File: config.mk
export PLATFORM = sky130hd
export DESIGN_NAME = z80_bus_cycle_gen
export DESIGN_NICKNAME = d
export VERILOG_FILES = /design/src/rtl/z80_bus_cycle_gen.sv
export SDC_FILE = /design/constraint.sdc
export NUM_CORES = 1
export LEC_CHECK = 0
export CORE_MARGIN = 2
export CORE_UTILIZATION = 37
export DETAILED_ROUTE_END_ITERATION = 12
export DONT_BUFFER_PORTS = 1
export GPL_ROUTABILITY_DRIVEN = 0
export HOLD_SLACK_MARGIN = 0.02
export PLACE_DENSITY = 0.62
export SYNTH_ARGS = -nofsm -noshare
export SYNTH_HDL_FRONTEND = slang
export SYNTH_SLANG_ARGS = --single-unit
File: constraint.sdc
create_clock -name clk -period 2.8 [get_ports clk]
set_input_delay 0.28 -clock clk [delete_from_list [all_inputs] [get_ports clk]]
set_output_delay 0.28 -clock clk [all_outputs]
set_load 0.05 [all_outputs]
File: src/rtl/z80_bus_cycle_gen.sv
// Z80 memory bus initiator: opcode fetch (M1 + refresh), memory read and memory write
// with half-T-state phasing. Refresh after fetch is enabled by defining Z80_REFRESH_EN.
module z80_bus_cycle_gen #(
    parameter logic [7:0] REFRESH_HI = 8'h00
) (
    input  logic        clk,
    input  logic        reset,
    input  logic        req,
    input  logic [1:0]  cyc,
    input  logic [15:0] addr,
    input  logic [7:0]  wdata,
    input  logic        nwait,
    input  logic [7:0]  din,
    output logic        ready,
    output logic        done,
    output logic [7:0]  rdata,
    output logic [15:0] a,
    output logic [7:0]  dout,
    output logic        doe,
    output logic        nmreq,
    output logic        nrd,
    output logic        nwr,
    output logic        nm1,
    output logic        nrfsh,
    output logic [6:0]  rreg
);

`ifdef Z80_REFRESH_EN
    localparam bit RFSH_EN = 1'b1;
`else
    localparam bit RFSH_EN = 1'b0;
`endif

    typedef enum logic [3:0] {
        IDLE, T1H, T1L, T2H, T2L, TWH, TWL, T3H, T3L, T4H, T4L
    } state_t;

    state_t      st_reg;
    logic        is_fetch_reg;
    logic        is_write_reg;
    logic [15:0] addr_reg;
    logic [7:0]  wdata_reg;
    logic        rfsh_end_reg;

    // Bus pins are registered from the phase held in st_reg, so they trail the state by one clk.
    always_ff @(posedge clk) begin
        if (reset) begin
            st_reg       <= IDLE;
            is_fetch_reg <= 1'b0;
            is_write_reg <= 1'b0;
            addr_reg     <= 16'h0000;
            wdata_reg    <= 8'h00;
            rfsh_end_reg <= 1'b0;
            ready        <= 1'b1;
            done         <= 1'b0;
            rdata        <= 8'h00;
            a            <= 16'h0000;
            dout         <= 8'h00;
            doe          <= 1'b0;
            nmreq        <= 1'b1;
            nrd          <= 1'b1;
            nwr          <= 1'b1;
            nm1          <= 1'b1;
            nrfsh        <= 1'b1;
            rreg         <= 7'd0;
        end else begin
            done <= 1'b0;
            if (rfsh_end_reg) begin
                rreg         <= rreg + 7'd1;
                rfsh_end_reg <= 1'b0;
            end

            case (st_reg)
                IDLE: begin
                    nmreq <= 1'b1;
                    nrd   <= 1'b1;
                    nwr   <= 1'b1;
                    nm1   <= 1'b1;
                    nrfsh <= 1'b1;
                    doe   <= 1'b0;
                end
                T1H: begin
                    a     <= addr_reg;
                    nm1   <= ~is_fetch_reg;
                    nmreq <= 1'b1;
                    nrd   <= 1'b1;
                    nwr   <= 1'b1;
                    nrfsh <= 1'b1;
                    doe   <= 1'b0;
                end
                T1L: begin
                    nmreq <= 1'b0;
                    if (is_write_reg) begin
                        doe  <= 1'b1;
                        dout <= wdata_reg;
                    end else begin
                        nrd <= 1'b0;
                    end
                end
                T2L: begin
                    if (is_write_reg) begin
                        nwr <= 1'b0;
                    end
                end
                T3H: begin
                    if (is_fetch_reg) begin
                        rdata <= din;
                        done  <= 1'b1;
                        nmreq <= 1'b1;
                        nrd   <= 1'b1;
                        nm1   <= 1'b1;
                        if (RFSH_EN) begin
                            nrfsh <= 1'b0;
                            a     <= {REFRESH_HI, 1'b0, rreg};
                        end
                    end
                end
                T3L: begin
                    if (is_fetch_reg) begin
                        if (RFSH_EN) begin
                            nmreq <= 1'b0;
                        end
                    end else begin
                        nmreq <= 1'b1;
                        nrd   <= 1'b1;
                        nwr   <= 1'b1;
                        done  <= 1'b1;
                        if (!is_write_reg) begin
                            rdata <= din;
                        end
                    end
                end
                T4L: begin
                    if (is_fetch_reg) begin
                        nmreq <= 1'b1;
                        if (RFSH_EN) begin
                            rfsh_end_reg <= 1'b1;
                        end
                    end
                end
                default: begin
                end
            endcase

            // ready is high exactly in IDLE and the final phase, so it doubles as the accept gate.
            if (ready) begin
                if (req) begin
                    st_reg       <= T1H;
                    ready        <= 1'b0;
                    is_fetch_reg <= (cyc == 2'b00);
                    is_write_reg <= (cyc == 2'b10);
                    addr_reg     <= addr;
                    wdata_reg    <= wdata;
                end else begin
                    st_reg <= IDLE;
                end
            end else begin
                case (st_reg)
                    T1H: st_reg <= T1L;
                    T1L: st_reg <= T2H;
                    T2H: st_reg <= T2L;
                    T2L, TWL: st_reg <= nwait ? T3H : TWH;
                    TWH: st_reg <= TWL;
                    T3H: begin
                        st_reg <= T3L;
                        ready  <= ~is_fetch_reg;
                    end
                    T3L: st_reg <= T4H;
                    T4H: begin
                        st_reg <= T4L;
                        ready  <= 1'b1;
                    end
                    default: begin
                        st_reg <= IDLE;
                        ready  <= 1'b1;
                    end
                endcase
            end
        end
    end

endmodule
After elaboration in Yosys (flattened, before gate mapping) --
Index checks and enable logic that the tools add are counted.
Word-level totals: bits in registers 69, bits in latches 0, RAM bits 0, memory bits (read-only) 0, output and inout bits 47, logic and storage cells 78, memories 0
Cells by class: add/subtract/negate cells 0, multiply operators 0, divide/modulo/power cells 0, magnitude comparators 0, equal/unequal tests 18, shift operators 0, multiplexer cells 24, bitwise logic cells 1, reduce and logical (&&, ||, !) cells 20
Operators by type and width (number):
- case mux 4 bit (8 select lines) | 1
- two-way mux 8 bit | 3
- equality test 4 x 3 -> 1 bit (second input constant) | 4
- case mux 8 bit (2 select lines) | 1
- equality test 4 bit (second input constant) | 3
- inequality test 2 bit (second input constant) | 6
- two-way mux 1 bit | 10
- equality test 4 x 2 -> 1 bit (second input constant) | 2
- case mux 1 bit (4 select lines) | 2
- AND reduction 2 bit | 4
- AND reduction 4 bit | 2
- nonzero test 4 bit | 2
- OR reduction 7 bit | 1
- case mux 1 bit (2 select lines) | 3
- case mux 1 bit (3 select lines) | 2
- AND reduction 3 bit | 2
- nonzero test 3 bit | 2
- OR reduction 2 bit | 3
- equality test 4 x 1 -> 1 bit (second input constant) | 1
- zero test 4 bit | 1
- two-way mux 4 bit | 1
- nonzero test 2 bit | 2
- equality test 2 bit (second input constant) | 1
- zero test 2 bit | 1
- other kinds (3) | 3

Depth between registers and ports, before layout --
depth in word-level cells 4, mapped depth 6, gate-level depth less buffers 4

Worst setup path before layout --
Ideal clock, no wire load.
path kind register to register, start point register ready, end point register addr_reg[10], arrival time 1.337 ns, required time 2.668 ns, path slack 1.331 ns, stages on the path, launching flop included 6, buffers on the path 2, clock period less this slack 1.469 ns, cell sequence dfxtp_1 -> nand2_1 -> buf_2 -> buf_1 -> nand2_1 -> a21oi_1
Between the ends: cells in the longest elaborated chain, start to end 1
RTL lines:
- from (decl) | line 14 | output logic ready,
- from (signal assigned) | line 166 | ready <= ~is_fetch_reg;
- AND reduction 2 bit (no line)
- to (signal assigned) | line 152 | addr_reg <= addr;
- to (decl) | line 41 | logic [15:0] addr_reg;
No other way between the ends. A chain may end at the register's enable or synchronous reset.

Worst setup path after layout --
start point register st_reg[3], end point register rdata[7]
Between the ends: cells in the longest elaborated chain, start to end 3, elaborated cells on any way between the ends 8, classes of those cells eq/ne (5); mux (1); reduce/logical (2)
RTL lines:
- from (decl) | line 38 | state_t st_reg;
- from (signal assigned) | line 162 | T2L, TWL: st_reg <= nwait ? T3H : TWH;
- equality test 4 bit or equality test 4 x 3 -> 1 bit (tied branches) | line 73 | case (st_reg)
- inequality test 2 bit (no line) or nonzero test 2 bit (tied branches)
- AND reduction 4 bit (no line)
- to (signal assigned) | line 107 | rdata <= din;
- to (signal assigned) | line 129 | rdata <= din;
- to (decl) | line 16 | output logic [7:0] rdata,
Several ways; a longest one is shown, not always the timed one.

==> results.py <==
metrics = {
    "clock_tree": {
        "clkSinkCount": 69,
        "htree_levels": 3,
        "clk_latency_ps": 340,
        "cts_tree": "built",
        "clk_pin_slew_worst_paths_ps": 80,
        "cts.path.max_buffers": 2,
        "clock-root-buffer": "clkbuf_8",
        "post_cts_resized": 0,
        "numCtsBuffers": 9,
    },
    "global_routing": {
        "grt_pass1_wl_um": 9070,
        "grt_max_degree": 65,
        "antenna_found_initial": 0,
        "grt_usage_pct": 15.1,
        "gr-total-overflow": 0,
        "first_global_vias": 1777,
    },
    "synth": {
        "synth.cell_area_mm2": 0.00269,
        "synthTopCellsByCount": "nand2_1, dfxtp_1, a21oi_1, nor2_1, mux2i_1",
        "yosysTopAreaCellShare_pct": 51.3,
        "ys.flop_type": "dfxtp_1",
        "ys_top_cells_by_area": "dfxtp_1, nand2_1, a21oi_1",
        "ys_async_sr_fraction_pct": 0,
        "yosysTopAreaCell": "dfxtp_1",
        "synth_seq_cells": 69,
        "synth.most_common_cell": "nand2_1",
        "synth_cells": 319,
        "yosysSeqAreaShare_pct": 51.3,
        "ys_types": 35,
        "synth_area_per_cell_um2": 8.43,
        "synth-edff-count": 0,
        "synth_warnings": 0,
    },
    "timing": {
        "hold_violations": 0,
        "tightestPinTransition_ps": 831,
        "report.final.slew_viol_count": 0,
        "worst_slack_ps": 829,
        "max_freq_mhz": 507,
        "tns_ps": 0,
        "slew_headroom_pct": 44.4,
        "finalCritPeriodShare_pct": 70.4,
        "rsz0062_at_grt": "false",
        "fin_skew_ps": 6.83,
        "fin_crit_ps": 1970,
        "whs_ps": 48.7,
        "setup-violations-final": 0,
    },
    "worst_setup_path": {
        "reg2reg_depth": 4,
        "cp-start-kind": "flop",
        "cp_num_cells": 4,
        "ff2ff_setup_slack_ps": 830,
        "critPathSlowestCell": "dfxtp_1",
        "critical_path_class": "flop to flop",
        "cp_top_family": "flip-flops",
        "r2r_end": "rdata[7]$_SDFFE_PP0P_",
        "critPathMaxFanout": 18,
        "cp.required_ps": 3030,
        "crit_chain": "and4b_4, a22oi_2, mux2i_1, nor2_1",
        "critical_path.startpoint": "st_reg[3]$_SDFF_PP0_",
        "end_kind": "flop",
        "arrival_ps": 2200,
        "rr_startpoint": "st_reg[3]$_SDFF_PP0_",
        "endpoint": "rdata[7]$_SDFFE_PP0P_",
        "path_buf_inv": 0,
        "max_stage_delay_ps": 710,
    },
    "final_layout": {
        "fin_nets": 345,
        "n_fill_cell": 751,
        "drive_gt1_share_pct": 8.01,
        "antennaDiodeCount": 0,
        "area_delta_synth_final_pct": 8.74,
        "final_cells": 411,
        "final_cell_area_mm2": 0.00293,
        "fin_util_pct": 41.0,
    },
    "floorplanning": {
        "ioPinCount": 85,
        "coreArea_mm2": 0.00714,
        "initial_core_util_pct": 37.7,
        "die_area_mm2": 0.00797,
        "die_w_um": 89.3,
        "die_y_um": 89.3,
        "rows": 31,
    },
    "place": {
        "io_buffers": 0,
        "pre_cts_ws_ps": 870,
        "place_area_mm2": 0.00267,
        "place_inst": 394,
        "dp_hpwl_um": 3650,
    },
    "power_and_ir_drop": {
        "power.switching_mw": 0.524,
        "leakagePower_nw": 1.14,
        "p_total_mw": 2.10,
        "p_seq_share_pct": 50.0,
        "p_sw_share_pct": 24.9,
        "ir_drop_uv": 296,
        "combPwrFrac_pct": 6.0,
        "power_density_mw_per_mm2": 719,
        "pwr-share-clk_pct": 44.0,
        "internal-power_mw": 1.58,
    },
    "drt": {
        "post-route-drc-count": 0,
        "dr.pass1.iters": 4,
        "drt-total-wl_um": 5690,
        "vias": 2036,
        "ant_nets": 0,
        "drt_iter0_drc": 102,
        "viasPerCell": 4.95,
        "wl_per_cell_um": 13.8,
    },
    "outcome": {
        "status": "finished, final reports clean",
    },
    "hold_path": {
        "hp-class": "input pin to flop",
    },
    "flow_run": {
        "drv_cap": 0,
    },
}
[layer usage]
layer / global-route usage, % / part of all wire, %
met5: 0 / 0
met4: 6.51 / 1.2
met3: 6.19 / 8.0
met2: 23.0 / 47
met1: 18.7 / 44
[cell type report]
class / instances / area (um2) / area share [%]
Tap cell: 99 / 124 / 4.23
Multi-Input combinational cell: 221 / 1130 / 38.7
Clock inverter: 6 / 93.8 / 3.21
Clock buffer: 10 / 138 / 4.70
Sequential cell: 69 / 1380 / 47.2
Timing Repair Buffer: 4 / 50.0 / 1.71
Inverter: 2 / 7.51 / 0.257
[power by group through the flow]
| stage | registers [mW] | clock network (mW) | logic [mW] |
|---|---|---|---|
| floorplan | 1.07 | 0 | 0.119 |
| global placement | 1.07 | 0 | 0.109 |
| detailed placement | 1.07 | 0 | 0.111 |
| CTS | 1.05 | 0.950 | 0.129 |
| global route | 1.06 | 0.992 | 0.144 |
| finish | 1.05 | 0.924 | 0.127 |
[worst min-delay path by stage]
stage / cells past startpoint / to / startpoint / slack (ps)
detailed placement: 1 / a[12]$_SDFFE_PP0P_ / reset / 360
global route: 1 / nm1$_SDFFE_PP1P_ / reset / 30
finish: 1 / nm1$_SDFFE_PP1P_ / reset / 50
floorplan: 2 / addr_reg[0]$_SDFFE_PP0P_ / addr[0] / 420
global placement: 1 / addr_reg[13]$_SDFFE_PP0P_ / reset / 350
CTS: 1 / nm1$_SDFFE_PP1P_ / reset / 30
[timing repair]
action	in CTS	in global routing
setup buffers	0	0
hold endpoints to repair	64	0
hold buffers	1	0
[logic make-up after synthesis]
kind of cell | after synthesis | synth area share, %
muxes | 16 | 5.95
and+or+nand+nor | 132 | 21.4
buffers and inverters | 35 | 7.44
other | 2 | 0.279
DFF | 69 | 51.3
AOI/OAI and AO/OA | 64 | 13.3
xor gates and xnor gates | 1 | 0.326
[cell usage in the layout (no fill, tap or decap), types with 2 or more instances in the layout]
| cell type | count |
|---|---|
| a211oi_1 | 2 |
| a21oi_1 | 45 |
| a31oi_1 | 2 |
| buf_4 | 3 |
| bufinv_16 | 2 |
| clkbuf_8 | 10 |
| conb_1 | 8 |
| dfxtp_1 | 69 |
| inv_1 | 2 |
| inv_6 | 2 |
| mux2i_1 | 16 |
| nand2_1 | 90 |
| nand3_1 | 2 |
| nand3b_1 | 3 |
| nand4b_1 | 2 |
| nor2_1 | 20 |
| nor3_1 | 6 |
| nor4_1 | 2 |
| o21ai_0 | 8 |
[worst reg2reg max path: cells and delay by family, from the launching register on]
| family | cells | cell delay, ps |
|---|---|---|
| compound gates | 1 | 540 |
| mux | 1 | 270 |
| flops | 1 | 710 |
| simple gates | 2 | 350 |
(Power assumes the default switching activity.)
